## config.mk

```make
export PLATFORM = sky130hd
export DESIGN_NAME = param_sync_fifo
export DESIGN_NICKNAME = d
export VERILOG_FILES = /design/src/rtl/fifo_pkg.sv /design/src/rtl/fifo_sdp_ram.sv /design/src/rtl/param_sync_fifo.sv
export SDC_FILE = /design/constraint.sdc
export NUM_CORES = 2
export LEC_CHECK = 0
export ABC_AREA = 1
export ABC_CLOCK_PERIOD_IN_PS = 3900
export BUFFER_PORTS_ARGS = -buffer_cell sky130_fd_sc_hd__buf_2
export CAP_MARGIN = 10
export CORE_MARGIN = 2
export CORE_UTILIZATION = 24
export CTS_BUF_LIST = sky130_fd_sc_hd__clkbuf_16
export DETAILED_ROUTE_END_ITERATION = 8
export MAX_ROUTING_LAYER = met4
export PLACE_DENSITY = 0.44
export SYNTH_ARGS = -nofsm -noshare
export SYNTH_HDL_FRONTEND = slang
export SYNTH_SLANG_ARGS = --single-unit
```

## constraint.sdc

```tcl
create_clock -name clk -period 3.9 [get_ports clk]
set_clock_uncertainty 0.15 [all_clocks]
set_input_delay 0.585 -clock clk [delete_from_list [all_inputs] [get_ports clk]]
set_output_delay 0.585 -clock clk [all_outputs]
set_load 0.01 [all_outputs]
```

## src/rtl/fifo_pkg.sv

```systemverilog
// Shared types and helpers for the parameterised synchronous FIFO family.
package fifo_pkg;

    // Read-side behaviour of the FIFO output port.
    typedef enum logic {
        FIFO_REGISTERED = 1'b0,
        FIFO_FWFT       = 1'b1
    } fifo_mode_e;

    // Width of pointers and of the occupancy counter: one extra bit beyond
    // the memory index so that full and empty remain distinguishable.
    function automatic int fifo_cnt_w(input int depth);
        return $clog2(depth) + 1;
    endfunction

endpackage

```

## src/rtl/fifo_sdp_ram.sv

```systemverilog
// Simple dual-port storage array: one write port, one synchronous read port.
// A read of the address being written in the same cycle returns the new word.
module fifo_sdp_ram #(
    parameter int DATA_WIDTH = 32,
    parameter int ADDR_W     = 6
) (
    input  logic                  clk_i,
    input  logic                  we_i,
    input  logic [ADDR_W-1:0]     waddr_i,
    input  logic [DATA_WIDTH-1:0] wdata_i,
    input  logic                  re_i,
    input  logic [ADDR_W-1:0]     raddr_i,
    output logic [DATA_WIDTH-1:0] rdata_o
);

    localparam int DEPTH = 1 << ADDR_W;

    logic [DATA_WIDTH-1:0] mem_q [DEPTH];
    logic [DATA_WIDTH-1:0] rdata_q;

    // Write port plus write-first registered read port; holds when not enabled.
    always_ff @(posedge clk_i) begin
        if (we_i) begin
            mem_q[waddr_i] <= wdata_i;
        end
        if (re_i) begin
            rdata_q <= (we_i && (waddr_i == raddr_i)) ? wdata_i : mem_q[raddr_i];
        end
    end

    assign rdata_o = rdata_q;

endmodule

```

## src/rtl/param_sync_fifo.sv

```systemverilog
// Single-clock FIFO with registered-read or first-word-fall-through output,
// occupancy count, programmable almost flags and overflow/underflow pulses.
module param_sync_fifo
    import fifo_pkg::*;
#(
    parameter int DATA_WIDTH = 32,
    parameter int DEPTH      = 64,
    parameter int FWFT       = 0,
    parameter int AF_THRESH  = DEPTH - 4,
    parameter int AE_THRESH  = 4
) (
    input  logic                          clk,
    input  logic                          rst,
    input  logic                          wr_valid,
    input  logic [DATA_WIDTH-1:0]         wr_data,
    output logic                          wr_ready,
    input  logic                          rd_ready,
    output logic [DATA_WIDTH-1:0]         rd_data,
    output logic                          rd_valid,
    output logic [fifo_cnt_w(DEPTH)-1:0]  count,
    output logic                          full,
    output logic                          empty,
    output logic                          almost_full,
    output logic                          almost_empty,
    output logic                          overflow,
    output logic                          underflow
);

    localparam int         CNT_W  = fifo_cnt_w(DEPTH);
    localparam int         ADDR_W = CNT_W - 1;
    localparam fifo_mode_e MODE   = (FWFT != 0) ? FIFO_FWFT : FIFO_REGISTERED;

    localparam logic [CNT_W-1:0] AF_LVL = CNT_W'(AF_THRESH);
    localparam logic [CNT_W-1:0] AE_LVL = CNT_W'(AE_THRESH);

    if ((DEPTH < 2) || ((DEPTH & (DEPTH - 1)) != 0)) begin : g_chk_depth
        $error("param_sync_fifo: DEPTH must be a power of two >= 2");
    end
    if (DATA_WIDTH < 1) begin : g_chk_width
        $error("param_sync_fifo: DATA_WIDTH must be >= 1");
    end
    if ((AF_THRESH < 1) || (AF_THRESH > DEPTH)) begin : g_chk_af
        $error("param_sync_fifo: AF_THRESH must be in 1..DEPTH");
    end
    if ((AE_THRESH < 0) || (AE_THRESH > DEPTH - 1)) begin : g_chk_ae
        $error("param_sync_fifo: AE_THRESH must be in 0..DEPTH-1");
    end

    logic [CNT_W-1:0]      wr_ptr_q, wr_ptr_d;
    logic [CNT_W-1:0]      rd_ptr_q, rd_ptr_d;
    logic [CNT_W-1:0]      count_q, count_d;
    logic                  overflow_q;
    logic                  underflow_q;
    logic                  push;
    logic                  pop;
    logic                  ram_re;
    logic [ADDR_W-1:0]     ram_raddr;
    logic [DATA_WIDTH-1:0] ram_rdata;

    // rd_ptr_q is the consumer-side pointer: it moves only when the
    // consumer takes a word, so wr_ptr_q - rd_ptr_q always equals count.
    assign empty = (wr_ptr_q == rd_ptr_q);
    assign full  = (wr_ptr_q[ADDR_W-1:0] == rd_ptr_q[ADDR_W-1:0]) &&
                   (wr_ptr_q[ADDR_W] != rd_ptr_q[ADDR_W]);

    assign wr_ready     = !full;
    assign count        = count_q;
    assign almost_full  = (count_q >= AF_LVL);
    assign almost_empty = (count_q <= AE_LVL);
    assign overflow     = overflow_q;
    assign underflow    = underflow_q;

    assign push = !rst && wr_valid && wr_ready;
    assign pop  = !rst && rd_ready && ((MODE == FIFO_FWFT) ? rd_valid : !empty);

    // Next-state for pointers and occupancy counter.
    always_comb begin
        wr_ptr_d = wr_ptr_q + CNT_W'(push);
        rd_ptr_d = rd_ptr_q + CNT_W'(pop);
        count_d  = count_q;
        if (push && !pop) begin
            count_d = count_q + CNT_W'(1);
        end else if (pop && !push) begin
            count_d = count_q - CNT_W'(1);
        end
    end

    // Pointer, counter and error-pulse registers.
    always_ff @(posedge clk) begin
        if (rst) begin
            wr_ptr_q    <= '0;
            rd_ptr_q    <= '0;
            count_q     <= '0;
            overflow_q  <= 1'b0;
            underflow_q <= 1'b0;
        end else begin
            wr_ptr_q    <= wr_ptr_d;
            rd_ptr_q    <= rd_ptr_d;
            count_q     <= count_d;
            overflow_q  <= wr_valid && !wr_ready;
            underflow_q <= (MODE == FIFO_REGISTERED) && rd_ready && empty;
        end
    end

    fifo_sdp_ram #(
        .DATA_WIDTH (DATA_WIDTH),
        .ADDR_W     (ADDR_W)
    ) u_ram (
        .clk_i   (clk),
        .we_i    (push),
        .waddr_i (wr_ptr_q[ADDR_W-1:0]),
        .wdata_i (wr_data),
        .re_i    (ram_re),
        .raddr_i (ram_raddr),
        .rdata_o (ram_rdata)
    );

    if (MODE == FIFO_REGISTERED) begin : g_reg
        logic rvalid_q;
        logic loaded_q;

        // The RAM read register is the output register; loaded_q masks it
        // to zero until the first pop after reset.
        always_ff @(posedge clk) begin
            if (rst) begin
                rvalid_q <= 1'b0;
                loaded_q <= 1'b0;
            end else begin
                rvalid_q <= pop;
                if (pop) begin
                    loaded_q <= 1'b1;
                end
            end
        end

        assign ram_re    = pop;
        assign ram_raddr = rd_ptr_q[ADDR_W-1:0];
        assign rd_valid  = rvalid_q;
        assign rd_data   = loaded_q ? ram_rdata : '0;
    end else begin : g_fwft
        logic [CNT_W-1:0]      fetch_ptr_q, fetch_ptr_d;
        logic                  out_valid_q, out_valid_d;
        logic [DATA_WIDTH-1:0] out_data_q, out_data_d;
        logic                  ram_has;

        // The RAM is read every cycle at the next fetch pointer, so ram_rdata
        // always shows the oldest unfetched word. When the RAM holds nothing
        // unfetched, an incoming push goes straight into the output register.
        assign ram_has = (wr_ptr_q != fetch_ptr_q);

        // Output-register refill: from RAM head first, else from the write port.
        always_comb begin
            fetch_ptr_d = fetch_ptr_q;
            out_valid_d = out_valid_q;
            out_data_d  = out_data_q;
            if (!out_valid_q || pop) begin
                if (ram_has) begin
                    out_data_d  = ram_rdata;
                    out_valid_d = 1'b1;
                    fetch_ptr_d = fetch_ptr_q + CNT_W'(1);
                end else if (push) begin
                    out_data_d  = wr_data;
                    out_valid_d = 1'b1;
                    fetch_ptr_d = fetch_ptr_q + CNT_W'(1);
                end else begin
                    out_valid_d = 1'b0;
                end
            end
        end

        // Show-ahead output register and fetch pointer.
        always_ff @(posedge clk) begin
            if (rst) begin
                fetch_ptr_q <= '0;
                out_valid_q <= 1'b0;
                out_data_q  <= '0;
            end else begin
                fetch_ptr_q <= fetch_ptr_d;
                out_valid_q <= out_valid_d;
                out_data_q  <= out_data_d;
            end
        end

        assign ram_re    = 1'b1;
        assign ram_raddr = fetch_ptr_d[ADDR_W-1:0];
        assign rd_valid  = out_valid_q;
        assign rd_data   = out_data_q;
    end

endmodule

```

After elaboration in Yosys (flattened, before gate mapping):

Memory sizes are Yosys's and may differ from the RTL's. A register that Yosys moved wholly into a read port is not among the register bits.
Cells that the tools add are included.

* bits of input ports: 36
* memory bits (writable): 2048
* memories: 1
* logic and storage cells: 37
* register bits: 25

Memories
* u_ram.mem_q: words 64, bits a word 32, read ports 1, clocked after memory_dff 1, write ports 1, RTL line fifo_sdp_ram.sv:18 `logic [DATA_WIDTH-1:0] mem_q [DEPTH];`

* muxes and demuxes: 5
* eq/ne operators: 3
* add/subtract/negate cells: 4
* order comparisons: 2
* reduce and logical (&&, ||, !) cells: 15

Operators by type and width (count)
* 32-bit 2-to-1 mux: 1
* 7-bit by 1-bit adder with 7-bit output: 2
* 7-bit 2-to-1 mux: 2
* 1-bit logical AND: 9
* 7-bit by 1-bit adder with 7-bit output, second input constant: 1
* 7-bit == test: 1
* 7-bit by 6-bit >= comparator with 1-bit output, second input constant: 1
* 7-bit by 3-bit less-or-equal comparator with 1-bit output, second input constant: 1
* 7-bit by 1-bit subtractor with 7-bit output, second input constant: 1
* 6-bit == test: 1
* 1-bit logical NOT: 5
* 1-bit 2-to-1 mux: 2
* 2-bit nonzero test: 1
* 1-bit != test: 1

Depth between registers and ports, before layout:

* word-level depth: 8
* depth in mapped cells: 21
* depth with buffers taken out: 20

By module:

Synthesis repeated with hierarchy kept, for this count alone.

* cells, all modules: 7043
* area, all modules: 84858.9 um2

Modules (own cells, without submodules)
* fifo_sdp_ram: sequential area each 62459.9 um2, cells each 6780, times used 1, area an instance 83213.6 um2
* param_sync_fifo: sequential area each 500.5 um2, cells each 263, times used 1, area an instance 1645.3 um2

Worst setup path before layout:

Ideal clock, no wire load.

* path kind: reg2reg
* from: reg rd_ptr_q[0]
* to: mem u_ram.mem_q[12][0] (enable)
* stages on the path, launching flop included: 11
* clock period less this slack: 3.905 ns
* setup time: 0.461 ns
* path buffers: 2
* path slack: -0.005 ns
* data arrival time: 3.294 ns
* cell sequence: dfxtp_1 -> buf_6 -> inv_4 -> buf_6 -> nand2_1 -> a21oi_1 -> nand2_1 -> nor2_1 -> nand2_2 -> nand2_4 -> nor3_1

* word-level cells in the longest chain between the ends: 6

Ends and longest elaborated chain
* start: declaration: RTL line param_sync_fifo.sv:50 `logic [CNT_W-1:0] rd_ptr_q, rd_ptr_d;`
* start signal: assignment: RTL line param_sync_fifo.sv:98 `rd_ptr_q <= rd_ptr_d;`
* 6-bit == test
* 1-bit logical AND: RTL line param_sync_fifo.sv:63 `assign full = (wr_ptr_q[ADDR_W-1:0] == rd_ptr_q[ADDR_W-1:0]) &&`
* 1-bit logical NOT: RTL line param_sync_fifo.sv:66 `assign wr_ready = !full;`
* named net wr_ready: RTL line param_sync_fifo.sv:16 `output logic wr_ready,`
* 1-bit logical AND: RTL line param_sync_fifo.sv:73 `assign push = !rst && wr_valid && wr_ready;`
* 1-bit 2-to-1 mux: RTL line fifo_sdp_ram.sv:23 `if (we_i) begin`
* 1-bit 2-to-1 mux (not written as such): RTL line fifo_sdp_ram.sv:24 `mem_q[waddr_i] <= wdata_i;`
* end: declaration: RTL line fifo_sdp_ram.sv:18

The timed path passes the listed nets, and every way through them passes these cells.

Worst setup path after layout:

* from: reg wr_ptr_q[3]
* to: reg count_q[5] (netlist: count[5])

* word-level cells in the longest chain between the ends: 7

Ends and longest elaborated chain
* start: declaration: RTL line param_sync_fifo.sv:49 `logic [CNT_W-1:0] wr_ptr_q, wr_ptr_d;`
* start signal: assignment: RTL line param_sync_fifo.sv:97 `wr_ptr_q <= wr_ptr_d;`
* 6-bit == test
* 1-bit logical AND: RTL line param_sync_fifo.sv:63
* 1-bit logical NOT: RTL line param_sync_fifo.sv:66
* 1-bit logical AND: RTL line param_sync_fifo.sv:73
* 1-bit logical NOT: RTL line param_sync_fifo.sv:83 `end else if (pop && !push) begin`
* 1-bit logical AND: RTL line param_sync_fifo.sv:83
* 2-bit nonzero test (no line)
* end signal: assignment: RTL line param_sync_fifo.sv:99 `count_q <= count_d;`
* end: declaration: RTL line param_sync_fifo.sv:51 `logic [CNT_W-1:0] count_q, count_d;`

Parallel ways exist; a longest one is shown, timed or not.
A chain may end at the register's enable or synchronous reset.

==> results.ini <==
[placed_design]
placed_area_mm2 = 0.0970
gp_congestion = 0.834
hpwl_um = 162000
portBuffers = 82
dp_cells = 13300

[sta]
setup_viol = 0
tns_ns = 0
fin_crit_sh_pct = 90.0
rsz0062_at_grt = false
drv_slew = 0
whs_ns = 0.0688
maxSlewHeadroom_pct = 15.5
period_minus_slack_ns = 3.51
fmax_mhz = 285
tightest_slew_ns = 1.27
finalHoldViolCount = 0

[grt]
grt_overflow = 0
grt_pass1_vias = 57700
antenna_found_initial = 21
grt_pass1_wl_um = 422000
gr-usage-all-layers_pct = 15.7
grt_start_max_net_pins = 177

[final_layout]
fin_area_mm2 = 0.104
drive_above_1_share_pct = 8.22
synthToLayoutAreaGrowth_pct = 16.6
final_core_util_pct = 28.1
fin_nets = 8643
instances_no_fill = 13800

[yosys]
ys_seq_area_share_pct = 70.5
avgSynthCellArea_um2 = 10.5
yosysUniqueCellTypes = 32
yosysMostFrequentCell = nand2_1
synth_top_cells_by_area = edfxtp_1 70%, nand2_1 12%, nand3_1 5.3%
ys_top_cells_by_count = 2,841 x nand2_1, 2,080 x edfxtp_1, 1,055 x inv_1
syn_nets = 8517
synth-main-ff-cell = edfxtp_1
synth_seq_cells = 2105
syn_area_mm2 = 0.0893
async_flop_share_pct = 0
synth-edff-count = 2080
syn_inst = 8469
yosysTopAreaCell = edfxtp_1
yosysWarnings = 0
synth_top_area_share_pct = 69.9

[floorplanning]
ioPinCount = 83
rows = 224
core_mm2 = 0.371
initial_core_util_pct = 24.0
dieWidth_um = 614
die_area_mm2 = 0.377
die_h_um = 614

[power_and_ir_drop]
ir_drop_uv = 378
leakagePower_nw = 41.1
power_density_mw_per_mm2 = 463

[clock_network]
cts_tree = built
numCtsBuffers = 236
htree_levels = 4
cts_num_sinks = 2105
cts-root-buf = clkbuf_16
cts_max_path_buffers = 4
clock_latency_ns = 0.89
path_clk_slew_ns = 0.06

[route]
vias = 59600
remaining_drc_errors = 0
drt-initial-drc-count = 5312
drt-pass1-iter-count = 6
wl_um = 294000
viasPerCell = 4.33
wl_per_cell_um = 21.4
ant_nets = 0

[worst_setup_path]
worst_setup_path_start_kind = flip-flop
arrival_ns = 4.13
crit_fanout = 9
required_ns = 4.52
timing_worst_setup_path_type = reg2reg
worstSetupEndpointType = flip-flop

[hold_path]
hp-class = in2reg

[outcome]
status = finished clean

[flow_run]
maxCapViolations = 0

-- cell type report --
class,count,area [um2]
fill,38500,267000
sequential,2105,63000
multi-input combinational,4868,20700
tap,4972,6220
clock buffer,238,5960
inverter,1063,4030
timing repair buffer,321,3050
clock inverter,189,1180
antenna,12,30.0
-- state kept, by name, summed over array words and instances, names as in the netlist --
signal / cells
rd_valid: 1
count: 7
u_ram.mem_q: 2048
underflow: 1
wr_ptr_q: 7
overflow: 1
u_ram.rdata_o: 32
g_reg.loaded_q: 1
rd_ptr_q: 7
-- cell families (layout without fill, tap and decap cells) --
family | Yosys count | in the layout | synth area share (%)
other | 0 | 12 | 0
and+or+nand+nor | 4497 | 4497 | 20.4
xor gates and xnor gates | 8 | 8 | 0.0785
adders and majority gates | 12 | 12 | 0.177
DFF | 2105 | 2105 | 70.5
AOI/OAI and AO/OA | 351 | 351 | 2.01
buffers and inverters | 1496 | 1811 | 6.81
-- placed cells by master, fill, tap and decap left out, types with 7 or more instances in the layout --
cell | netlist | routed
bufinv_16 | 0 | 10
buf_12 | 0 | 67
clkbuf_16 | 0 | 238
clkinv_2 | 0 | 26
diode_2 | 0 | 12
buf_4 | 63 | 169
nand3_1 | 937 | 937
ha_1 | 11 | 11
nor2_4 | 1 | 58
inv_1 | 1055 | 1118
dfxtp_1 | 25 | 20
nor2_1 | 658 | 601
a21oi_1 | 69 | 69
and3_1 | 10 | 10
nand2_1 | 2841 | 2841
buf_2 | 129 | 82
nand2_4 | 8 | 8
nor3_1 | 15 | 7
o21ai_0 | 257 | 257
clkinv_1 | 3 | 73
o211ai_1 | 12 | 12
inv_6 | 0 | 8
o21ai_1 | 10 | 10
nor3_2 | 0 | 8
edfxtp_1 | 2080 | 2080
or2_2 | 25 | 25
-- per-layer routing --
layer | routed length, um | part of all wire, % | global-route usage, %
met2 | 141000 | 48 | 25.9
met3 | 12700 | 4.3 | 1.63
met4 | 9780 | 3.3 | 4.81
met5 | 0 | 0 | -
met1 | 131000 | 44 | 20.4
-- metrics by stage --
stage          worst slack, ns  total power (W)
4_1_cts                  0.461           0.0487
3_5_place_dp             0.487           0.0278
3_3_place_gp             0.265           0.0278
2_1_floorplan         -0.00489           0.0267
6_report                 0.389           0.0482
5_1_grt                 0.0597           0.0497
-- worst max-delay path, cell delays in order, from the launching register on --
cell	delay [ns]
dfxtp_1	0.42
inv_1	0.16
nand2_1	0.11
nand2_1	0.07
a21oi_1	0.14
nand2_1	0.09
nor2_1	0.13
nand2_2	0.11
nand2_4	0.19
inv_4	0.14
ha_1	0.33
inv_1	0.25
ha_1	0.33
nand3_1	0.11
nand3_1	0.11
nand3_1	0.10
nand2_1	0.07
nand2_1	0.07
nand2_1	0.04
o21ai_0	0.19
inv_1	0.06
-- final timing paths --
kind	slack [ns]	depth (start not counted)	start	endpoint
max reg2reg	0.39	20	wr_ptr_q[3]$_SDFF_PP0_	count[5]$_SDFFE_PP0P_
min	0.07	1	wr_data[16]	u_ram.mem_q[54][16]$_DFFE_PP_
max	0.39	20	wr_ptr_q[3]$_SDFF_PP0_	count[5]$_SDFFE_PP0P_
min reg2reg	0.40	2	wr_ptr_q[3]$_SDFF_PP0_	wr_ptr_q[4]$_SDFF_PP0_
-- what timing repair did --
item                                   CTS  global route
resized for setup                        0             0
hold buffers                             3             0
setup buffers                            0             0
endpoints found under the hold margin    7             0
-- power by group --
group / internal, W / switching, W
logic: 0.000562 / 0.00175
registers: 0.0249 / 0.0000619
clock network: 0.0116 / 0.00924
No activity file was read; power rests on OpenSTA's default activity.
